### config.mk
export PLATFORM = sky130hd
export DESIGN_NAME = tpram_wr_arb
export DESIGN_NICKNAME = d
export VERILOG_FILES = /design/src/rtl/tpram_ctrl_pkg.sv /design/src/rtl/tpram_wr_rr_arb.sv /design/src/rtl/tpram_wr_arb.sv
export SDC_FILE = /design/constraint.sdc
export NUM_CORES = 1
export LEC_CHECK = 0
export BUFFER_PORTS_ARGS = -buffer_cell sky130_fd_sc_hd__buf_4
export CAP_MARGIN = 5
export CORE_ASPECT_RATIO = 0.9
export CORE_MARGIN = 1
export CORE_UTILIZATION = 40
export DETAILED_ROUTE_END_ITERATION = 8
export PLACE_DENSITY = 0.7
export SLEW_MARGIN = 10
export SYNTH_ARGS = -nofsm -noshare
export SYNTH_HDL_FRONTEND = slang
export SYNTH_SLANG_ARGS = --single-unit
export TNS_END_PERCENT = 5
### constraint.sdc
create_clock -name EFPGA_TPRAM_W_CLK -period 2.1 [get_ports EFPGA_TPRAM_W_CLK]
set_input_delay 0.42 -clock EFPGA_TPRAM_W_CLK [delete_from_list [all_inputs] [get_ports EFPGA_TPRAM_W_CLK]]
set_output_delay 0.42 -clock EFPGA_TPRAM_W_CLK [all_outputs]
set_load 0.005 [all_outputs]
### src/rtl/tpram_ctrl_pkg.sv
// Shared constants and types for the TPRAM write-side control logic.
package tpram_ctrl_pkg;

    localparam int TPRAM_AW    = 12;
    localparam int TPRAM_DW    = 32;
    localparam int DWORD_IDX_W = 10;

    localparam logic [1:0] MODE_DWORD = 2'b00;
    localparam logic [1:0] MODE_WORD  = 2'b01;
    localparam logic [1:0] MODE_BYTE  = 2'b10;
    localparam logic [1:0] MODE_RESV  = 2'b11;

    // ST_IDLE | waiting for START
    // ST_RUN  | streaming math-block results into consecutive dwords
    // ST_DONE | transfer finished (or stopped on pointer wrap)
    typedef enum logic [1:0] {
        ST_IDLE = 2'b00,
        ST_RUN  = 2'b01,
        ST_DONE = 2'b10
    } mb_state_e;

endpackage

### src/rtl/tpram_wr_rr_arb.sv
// Two-way combinational grant between the eFPGA requester and the math block,
// round-robin on ties unless MB_PRIO forces the math block to win.
module tpram_wr_rr_arb #(
    parameter int MB_PRIO = 0
) (
    input  logic EFPGA_TPRAM_W_CLK,
    input  logic EFPGA_TPRAM_W_RST,
    input  logic ef_req,
    input  logic mb_req,
    output logic ef_gnt,
    output logic mb_gnt
);

    logic last_mb;
    logic tie_mb;

    always_comb begin
        tie_mb = (MB_PRIO != 0) || !last_mb;
        ef_gnt = ef_req && (!mb_req || !tie_mb);
        mb_gnt = mb_req && (!ef_req || tie_mb);
    end

    // Requests are already valid-qualified, so a grant is an accept.
    always_ff @(posedge EFPGA_TPRAM_W_CLK) begin
        if (EFPGA_TPRAM_W_RST) begin
            last_mb <= 1'b1;
        end else if (ef_gnt) begin
            last_mb <= 1'b0;
        end else if (mb_gnt) begin
            last_mb <= 1'b1;
        end
    end

endmodule

### src/rtl/tpram_wr_arb.sv
// TPRAM write-port arbiter: eFPGA requests and a math-block result stream.
// Optional macro TPRAM_WR_ARB_WRAP_ERR_EN: stop with MB_ERR on dword-pointer wrap.
module tpram_wr_arb
    import tpram_ctrl_pkg::*;
#(
    parameter int MB_PRIO = 0
) (
    input  logic                   EFPGA_TPRAM_W_CLK,
    input  logic                   EFPGA_TPRAM_W_RST,
    input  logic                   EF_REQ_VALID,
    output logic                   EF_REQ_READY,
    input  logic [TPRAM_AW-1:0]    EF_REQ_ADDR,
    input  logic [1:0]             EF_REQ_MODE,
    input  logic [TPRAM_DW-1:0]    EF_REQ_DATA,
    input  logic                   MB_WR_VALID,
    output logic                   MB_WR_READY,
    input  logic [TPRAM_DW-1:0]    MB_WR_DATA,
    input  logic                   CFG_MB_START,
    input  logic                   CFG_MB_ABORT,
    input  logic [DWORD_IDX_W-1:0] CFG_MB_BASE,
    input  logic [DWORD_IDX_W-1:0] CFG_MB_LEN,
    output logic                   MB_BUSY,
    output logic                   MB_DONE,
    output logic                   MB_ERR,
    output logic                   EFPGA_TPRAM_WE,
    output logic                   EFPGA_TPRAM_WDSEL,
    output logic [1:0]             EFPGA_TPRAM_W_MODE,
    output logic [TPRAM_AW-1:0]    EFPGA_TPRAM_W_ADDR,
    output logic [TPRAM_DW-1:0]    EFPGA_TPRAM_W_DATA,
    output logic [TPRAM_DW-1:0]    MATHB_TPRAM_W_DATA
);

    mb_state_e              state;
    logic [DWORD_IDX_W-1:0] ptr;
    logic [DWORD_IDX_W-1:0] rem;
    logic                   ef_req;
    logic                   mb_req;
    logic                   ef_gnt;
    logic                   mb_gnt;

    // Gating with reset keeps both READYs low and blocks accepts during reset.
    assign ef_req = EF_REQ_VALID && !EFPGA_TPRAM_W_RST;
    assign mb_req = MB_WR_VALID && (state == ST_RUN) && !CFG_MB_ABORT && !EFPGA_TPRAM_W_RST;

    tpram_wr_rr_arb #(
        .MB_PRIO(MB_PRIO)
    ) u_rr_arb (
        .EFPGA_TPRAM_W_CLK(EFPGA_TPRAM_W_CLK),
        .EFPGA_TPRAM_W_RST(EFPGA_TPRAM_W_RST),
        .ef_req           (ef_req),
        .mb_req           (mb_req),
        .ef_gnt           (ef_gnt),
        .mb_gnt           (mb_gnt)
    );

    assign EF_REQ_READY = ef_gnt;
    assign MB_WR_READY  = mb_gnt;

`ifdef TPRAM_WR_ARB_WRAP_ERR_EN
    logic err_q;
    assign MB_ERR = err_q;
`else
    assign MB_ERR = 1'b0;
`endif

    always_ff @(posedge EFPGA_TPRAM_W_CLK) begin
        if (EFPGA_TPRAM_W_RST) begin
            state              <= ST_IDLE;
            ptr                <= '0;
            rem                <= '0;
            MB_BUSY            <= 1'b0;
            MB_DONE            <= 1'b0;
            EFPGA_TPRAM_WE     <= 1'b0;
            EFPGA_TPRAM_WDSEL  <= 1'b0;
            EFPGA_TPRAM_W_MODE <= MODE_DWORD;
            EFPGA_TPRAM_W_ADDR <= '0;
            EFPGA_TPRAM_W_DATA <= '0;
            MATHB_TPRAM_W_DATA <= '0;
`ifdef TPRAM_WR_ARB_WRAP_ERR_EN
            err_q              <= 1'b0;
`endif
        end else begin
            EFPGA_TPRAM_WE <= ef_gnt || mb_gnt;
            if (ef_gnt) begin
                EFPGA_TPRAM_WDSEL  <= 1'b0;
                EFPGA_TPRAM_W_MODE <= EF_REQ_MODE;
                EFPGA_TPRAM_W_ADDR <= EF_REQ_ADDR;
                EFPGA_TPRAM_W_DATA <= EF_REQ_DATA;
            end else if (mb_gnt) begin
                EFPGA_TPRAM_WDSEL  <= 1'b1;
                EFPGA_TPRAM_W_MODE <= MODE_DWORD;
                EFPGA_TPRAM_W_ADDR <= {ptr, 2'b00};
                MATHB_TPRAM_W_DATA <= MB_WR_DATA;
            end

            if (CFG_MB_ABORT) begin
                state   <= ST_IDLE;
                MB_BUSY <= 1'b0;
                MB_DONE <= 1'b0;
            end else begin
                case (state)
                    ST_IDLE, ST_DONE: begin
                        if (CFG_MB_START) begin
                            ptr <= CFG_MB_BASE;
                            rem <= CFG_MB_LEN;
`ifdef TPRAM_WR_ARB_WRAP_ERR_EN
                            err_q <= 1'b0;
`endif
                            if (CFG_MB_LEN == '0) begin
                                state   <= ST_DONE;
                                MB_BUSY <= 1'b0;
                                MB_DONE <= 1'b1;
                            end else begin
                                state   <= ST_RUN;
                                MB_BUSY <= 1'b1;
                                MB_DONE <= 1'b0;
                            end
                        end
                    end
                    ST_RUN: begin
                        if (mb_gnt) begin
                            ptr <= ptr + 10'd1;
                            rem <= rem - 10'd1;
                            if (rem == 10'd1) begin
                                state   <= ST_DONE;
                                MB_BUSY <= 1'b0;
                                MB_DONE <= 1'b1;
                            end
`ifdef TPRAM_WR_ARB_WRAP_ERR_EN
                            // Last dword written; more data would wrap to 0.
                            else if (ptr == '1) begin
                                state   <= ST_DONE;
                                MB_BUSY <= 1'b0;
                                MB_DONE <= 1'b1;
                                err_q   <= 1'b1;
                            end
`endif
                        end
                    end
                    default: begin
                        state   <= ST_IDLE;
                        MB_BUSY <= 1'b0;
                        MB_DONE <= 1'b0;
                    end
                endcase
            end
        end
    end

endmodule

# ---- Word level (Yosys, flattened, before mapping)
# Cells that the tools add are included.
dict set report classes {
  addsub 2
  eq_ne 6
  muxes 27
  bitwise_logic 2
  n_reduce_logical 24
}
# cell n
set ops {}
lappend ops {{two-way mux 10 bit} 4}
lappend ops {{case mux 10 bit (2 select lines)} 2}
lappend ops {{two-way mux 12 bit} 2}
lappend ops {{two-way mux 2 bit} 6}
lappend ops {{adder 10 x 1 -> 10 bit, second input constant} 1}
lappend ops {{equality test 10 x 1 -> 1 bit, second input constant} 1}
lappend ops {{logical NOT 10 bit} 1}
lappend ops {{two-way mux 1 bit} 10}
lappend ops {{subtractor 10 x 1 -> 10 bit, second input constant} 1}
lappend ops {{logical AND 1 bit} 6}
lappend ops {{OR reduction 2 bit} 3}
lappend ops {{logical NOT 1 bit} 5}
lappend ops {{!= test 2 bit, second input constant} 2}
lappend ops {{case mux 1 bit (2 select lines)} 2}
lappend ops {{case mux 2 bit (2 select lines)} 1}
lappend ops {{AND reduction 4 bit} 1}
lappend ops {{nonzero test 2 bit} 2}
lappend ops {{logical OR 1 bit} 3}
lappend ops {{AND reduction 3 bit} 1}
lappend ops {{equality test 2 x 1 -> 1 bit, second input constant} 1}
lappend ops {{equality test 2 bit, second input constant} 1}
lappend ops {{logical NOT 2 bit} 1}
lappend ops {{!= test 2 x 1 -> 1 bit, second input constant} 1}
lappend ops {{NOT 1 bit} 2}
lappend ops {{AND reduction 2 bit} 1}
dict set report totals {
  register_bits 105
  output_inout_bits 85
  word_cells 73
}

# ---- Logic depth before layout (Yosys ltp)
dict set report depth {
  word_depth 9
  depth_mapped 9
  ltp_nobuf 7
}

# ---- By module
# Synthesis repeated with hierarchy kept, for this count alone.
dict set report unflattened {
  cells_unflattened 517
  area_unflattened_um2 4418.0
}
# mod instances cells_each area_each_um2 seq_area_each_um2
set by_module_without_submodules {}
lappend by_module_without_submodules {tpram_wr_arb 1 510 4362.9 2062.0}
lappend by_module_without_submodules {tpram_wr_rr_arb 1 7 55.1 20.0}

# ---- Worst setup path before layout
# Ideal clock, no wire load.
dict set report synth_path {
  path_kind {input to output}
  start {in CFG_MB_ABORT}
  end {out MB_WR_READY}
  arrival_time_ns 1.362
  setup_slack_ns 0.318
  path_stages 7
  path_buffers 3
  path_cell_list {buf_4 nor2b_1 buf_4 and2_1 nand2_2 inv_2 buf_4}
}
dict set report synth_between {
  elab_chain_cells 4
}
# element line
set synth_rtl {}
lappend synth_rtl {{from (decl)} tpram_wr_arb.sv:19} ;# input logic CFG_MB_ABORT,
lappend synth_rtl {{logical NOT 1 bit} tpram_wr_arb.sv:43} ;# assign mb_req = MB_WR_VALID && (state == ST_RUN) && !CFG_MB_ABORT && !EFPGA_TPRAM_W_RST;
lappend synth_rtl {{logical AND 1 bit (2 in a row)} tpram_wr_arb.sv:43}
lappend synth_rtl {{logical AND 1 bit} tpram_wr_rr_arb.sv:20} ;# mb_gnt = mb_req && (!ef_req || tie_mb);
lappend synth_rtl {{to (decl)} tpram_wr_arb.sv:16} ;# output logic MB_WR_READY,
# Every way passes these cells.

# ---- Final worst setup path
dict set report layout_path {
  start {reg state[0]}
  end {out MB_WR_READY}
}
dict set report layout_between {
  elab_chain_cells 5
}
# element line
set layout_rtl {}
lappend layout_rtl {{from (decl)} tpram_wr_arb.sv:33} ;# mb_state_e state;
lappend layout_rtl {{from (signal assigned)} tpram_wr_arb.sv:68} ;# state <= ST_IDLE;
lappend layout_rtl {{from (signal assigned)} tpram_wr_arb.sv:97} ;# state <= ST_IDLE;
lappend layout_rtl {{from (signal assigned)} tpram_wr_arb.sv:110} ;# state <= ST_DONE;
lappend layout_rtl {{equality test 2 x 1 -> 1 bit} tpram_wr_arb.sv:43}
lappend layout_rtl {{logical AND 1 bit (3 in a row)} tpram_wr_arb.sv:43}
lappend layout_rtl {{logical AND 1 bit} tpram_wr_rr_arb.sv:20}
# Every way passes these cells.

==> flow_metrics.py <==
metrics = {
    "global_route": {
        "grt_pass1_vias": 4105,
        "antenna_found_initial": 0,
        "overflow": 0,
        "grtUsageTotal_pct": 22.0,
        "grt_max_degree": 49,
        "grt_pass1_wl_um": 20100,
    },
    "logic_synthesis": {
        "ys_seq_area_share_pct": 47.5,
        "yosysWarnings": 0,
        "avgSynthCellArea_sq_um": 7.92,
        "syn_inst": 554,
        "yosysMostFrequentCell": "nand2_1",
        "syn-num-nets": 661,
        "synthDominantCellAreaShare_pct": 47.5,
        "synth_common_cells": "nand2_1 (174), dfxtp_1 (104), a21oi_1 (53), o21ai_0 (27), nor2_1 (23)",
        "async_flop_share_pct": 0,
        "syn-cell-area_sq_mm": 0.00439,
        "synth_edf_count": 0,
        "yosys-top-cells-area": "dfxtp_1 (47%), nand2_1 (15%), a21oi_1 (6.0%), o21ai_0 (3.1%), nor2_1 (2.0%)",
        "ys_types": 59,
        "yosys.area.top_type": "dfxtp_1",
        "dominantRegCellSynth": "dfxtp_1",
        "yosys_register_bits": 104,
    },
    "critical_path": {
        "crit_arrival_ps": 1570,
        "crit_start": "state[0]",
        "crit_path_end_kind": "primary output",
        "required_ps": 1680,
        "worstPathMaxFanout": 11,
        "r2r-start": "rem[5]",
        "path_class": "flip-flop to primary output",
        "start_kind": "flip-flop",
        "r2r_setup_slack_ps": 260,
    },
    "floorplan": {
        "dieArea_sq_mm": 0.0114,
        "start_util_pct": 41.9,
        "core_area_sq_mm": 0.0105,
        "io-pin-count": 189,
        "dieWidth_um": 112,
        "die_h_um": 101,
        "num_rows": 35,
    },
    "detailed_routing": {
        "wl_per_cell_um": 14.6,
        "postRouteAntennaNets": 0,
        "drt-total-wl_um": 12600,
        "dr.pass1.iters": 6,
        "drcViolationCount": 0,
        "viasPerCell": 5.29,
        "vias": 4564,
        "drtIter0Drc": 398,
    },
    "cells_and_area": {
        "multi_input_area_sq_mm": 0.00210,
        "fill_cells": 965,
        "seq_area_sq_mm": 0.00208,
        "nNetsFinal": 838,
        "diodes": 0,
        "area_growth_pct": 41.0,
        "fin_util_pct": 59.1,
        "drive_above_1_share_pct": 31.9,
    },
    "sta": {
        "clock_skew_ps": 10.1,
        "grt_setup_unrepaired": "no",
        "maxSlewViolCount": 0,
        "finalSetupTns_ps": 0,
        "timing.final.crit_period_ps": 1990,
        "hold_viol": 0,
        "fmax_ghz": 0.502,
        "relSlewSlack_pct": 64.0,
        "worstMarginPinSlew_ps": 539,
        "finalCritPeriodShare_pct": 94.8,
        "layout_setup_ws_ps": 108,
        "setup_viol": 0,
    },
    "cts": {
        "path_clk_slew_ps": 70,
        "root_buffer": "clkbuf_16",
        "clk_path_buf_depth": 2,
        "cts_buffers": 9,
        "clk_latency_ps": 340,
        "hold_buffers": 0,
        "clkSinkCount": 104,
        "cts_tree": "done",
        "htree_levels": 3,
    },
    "min_path": {
        "worstHoldStart": "EF_REQ_DATA[22]",
        "hold_path_class": "input port to flip-flop",
    },
    "place": {
        "port_buffers": 187,
        "gp_congestion": 0.912,
        "place.detailed.hpwl_um": 9250,
        "dp_slack_ps": 227,
    },
    "job": {
        "max_cap_violations": 0,
    },
    "power_and_ir_drop": {
        "p_per_area_mw_per_mm2": 680,
        "p_leak_nw": 2.69,
        "ir_drop_v": 0.000464,
    },
    "run_status": {
        "status": "complete, no violations",
    },
}
critical path: stages (launching register included):
cell and delay [ps]:
dfxtp_1 390, nor2b_1 250, buf_4 220, nand2_2 80
inv_2 140, buf_4 140
cells in the final DEF (no fill, tap or decap), types with 3 or more instances in the layout:
cell       instances
nor4_1             6
nand2_1          174
o32ai_1            6
a31oi_1            7
nor3_1             8
buf_4            204
a22o_1             4
and2_1             4
o211ai_1          11
dfxtp_1          104
a21oi_1           53
a22oi_1            9
nor2b_1            8
ha_1               3
nor2_1            23
o21ai_1            3
nand4_1            4
nand3_1            9
o21ai_0           27
a21o_1             3
clkbuf_16          9
inv_1              3
cells by family (layout without fill, tap and decap cells):
group | after synthesis | after routing | synth area share [%]
AND/OR/NAND/NOR | 261 | 261 | 26.7
buffers and inverters | 45 | 224 | 4.88
XOR/XNOR | 2 | 2 | 0.400
multiplexers | 1 | 1 | 0.228
flip-flops | 104 | 104 | 47.5
AO/OA/AOI/OAI | 137 | 137 | 19.3
other | 1 | 1 | 0.0855
adder cells (fa/ha/maj) | 3 | 3 | 0.856
through the flow:
step                      area (sq um)  power [W]  cells  hold WS [ps]
final                             6180    0.00421    862           263
after global routing              6180    0.00440    862           257
after CTS                         6180    0.00424    862           254
after detailed placement          5920    0.00276    849           448
after global placement            5920    0.00275    849           440
after floorplan                   4390    0.00242    554           444
sequential cells by signal, indices dropped and copies added (netlist names):
name,cells
EFPGA_TPRAM_W_DATA,32
MATHB_TPRAM_W_DATA,32
EFPGA_TPRAM_W_ADDR,12
ptr,10
rem,10
EFPGA_TPRAM_W_MODE,2
state,2
EFPGA_TPRAM_WDSEL,1
EFPGA_TPRAM_WE,1
MB_BUSY,1
u_rr_arb.last_mb,1
final cells by class:
type | instances | area share (%)
Clock buffer | 9 | 3.64
Multi-Input combinational cell | 405 | 34.0
Timing Repair Buffer | 206 | 25.4
Tap cell | 129 | 2.61
Clock inverter | 4 | 0.405
Inverter | 5 | 0.304
Sequential cell | 104 | 33.7
worst paths after layout:
kind,endpoint,cells after the start
min reg2reg,MATHB_TPRAM_W_DATA[28],2
max,MB_WR_READY,5
max reg2reg,state[1],5
min,EFPGA_TPRAM_W_DATA[22],3
per-layer routing:
| layer | track usage (%) | vias up | share of wire (%) | routed length, um |
|---|---|---|---|---|
| met1 | 28.2 | 2076 | 43 | 5470 |
| met3 | 7.12 | 15 | 9.6 | 1220 |
| met4 | 6.87 | 0 | 1.1 | 143 |
| li1 | - | 2244 | - | - |
| met2 | 35.6 | 229 | 46 | 5800 |
| met5 | 0 | - | 0 | 0 |
power breakdown:
part / switching (W) / internal, W
Combinational: 0.000278 / 0.000318
Clock: 0.000701 / 0.000780
Sequential: 0.0000690 / 0.00206
Total: 0.00105 / 0.00316
timing repair:
action | in CTS | in global routing
resized for setup | 1 | 1
endpoints found under the setup margin | 1 | 1
buffers inserted | 0 | 0
(Power assumes the default switching activity.)
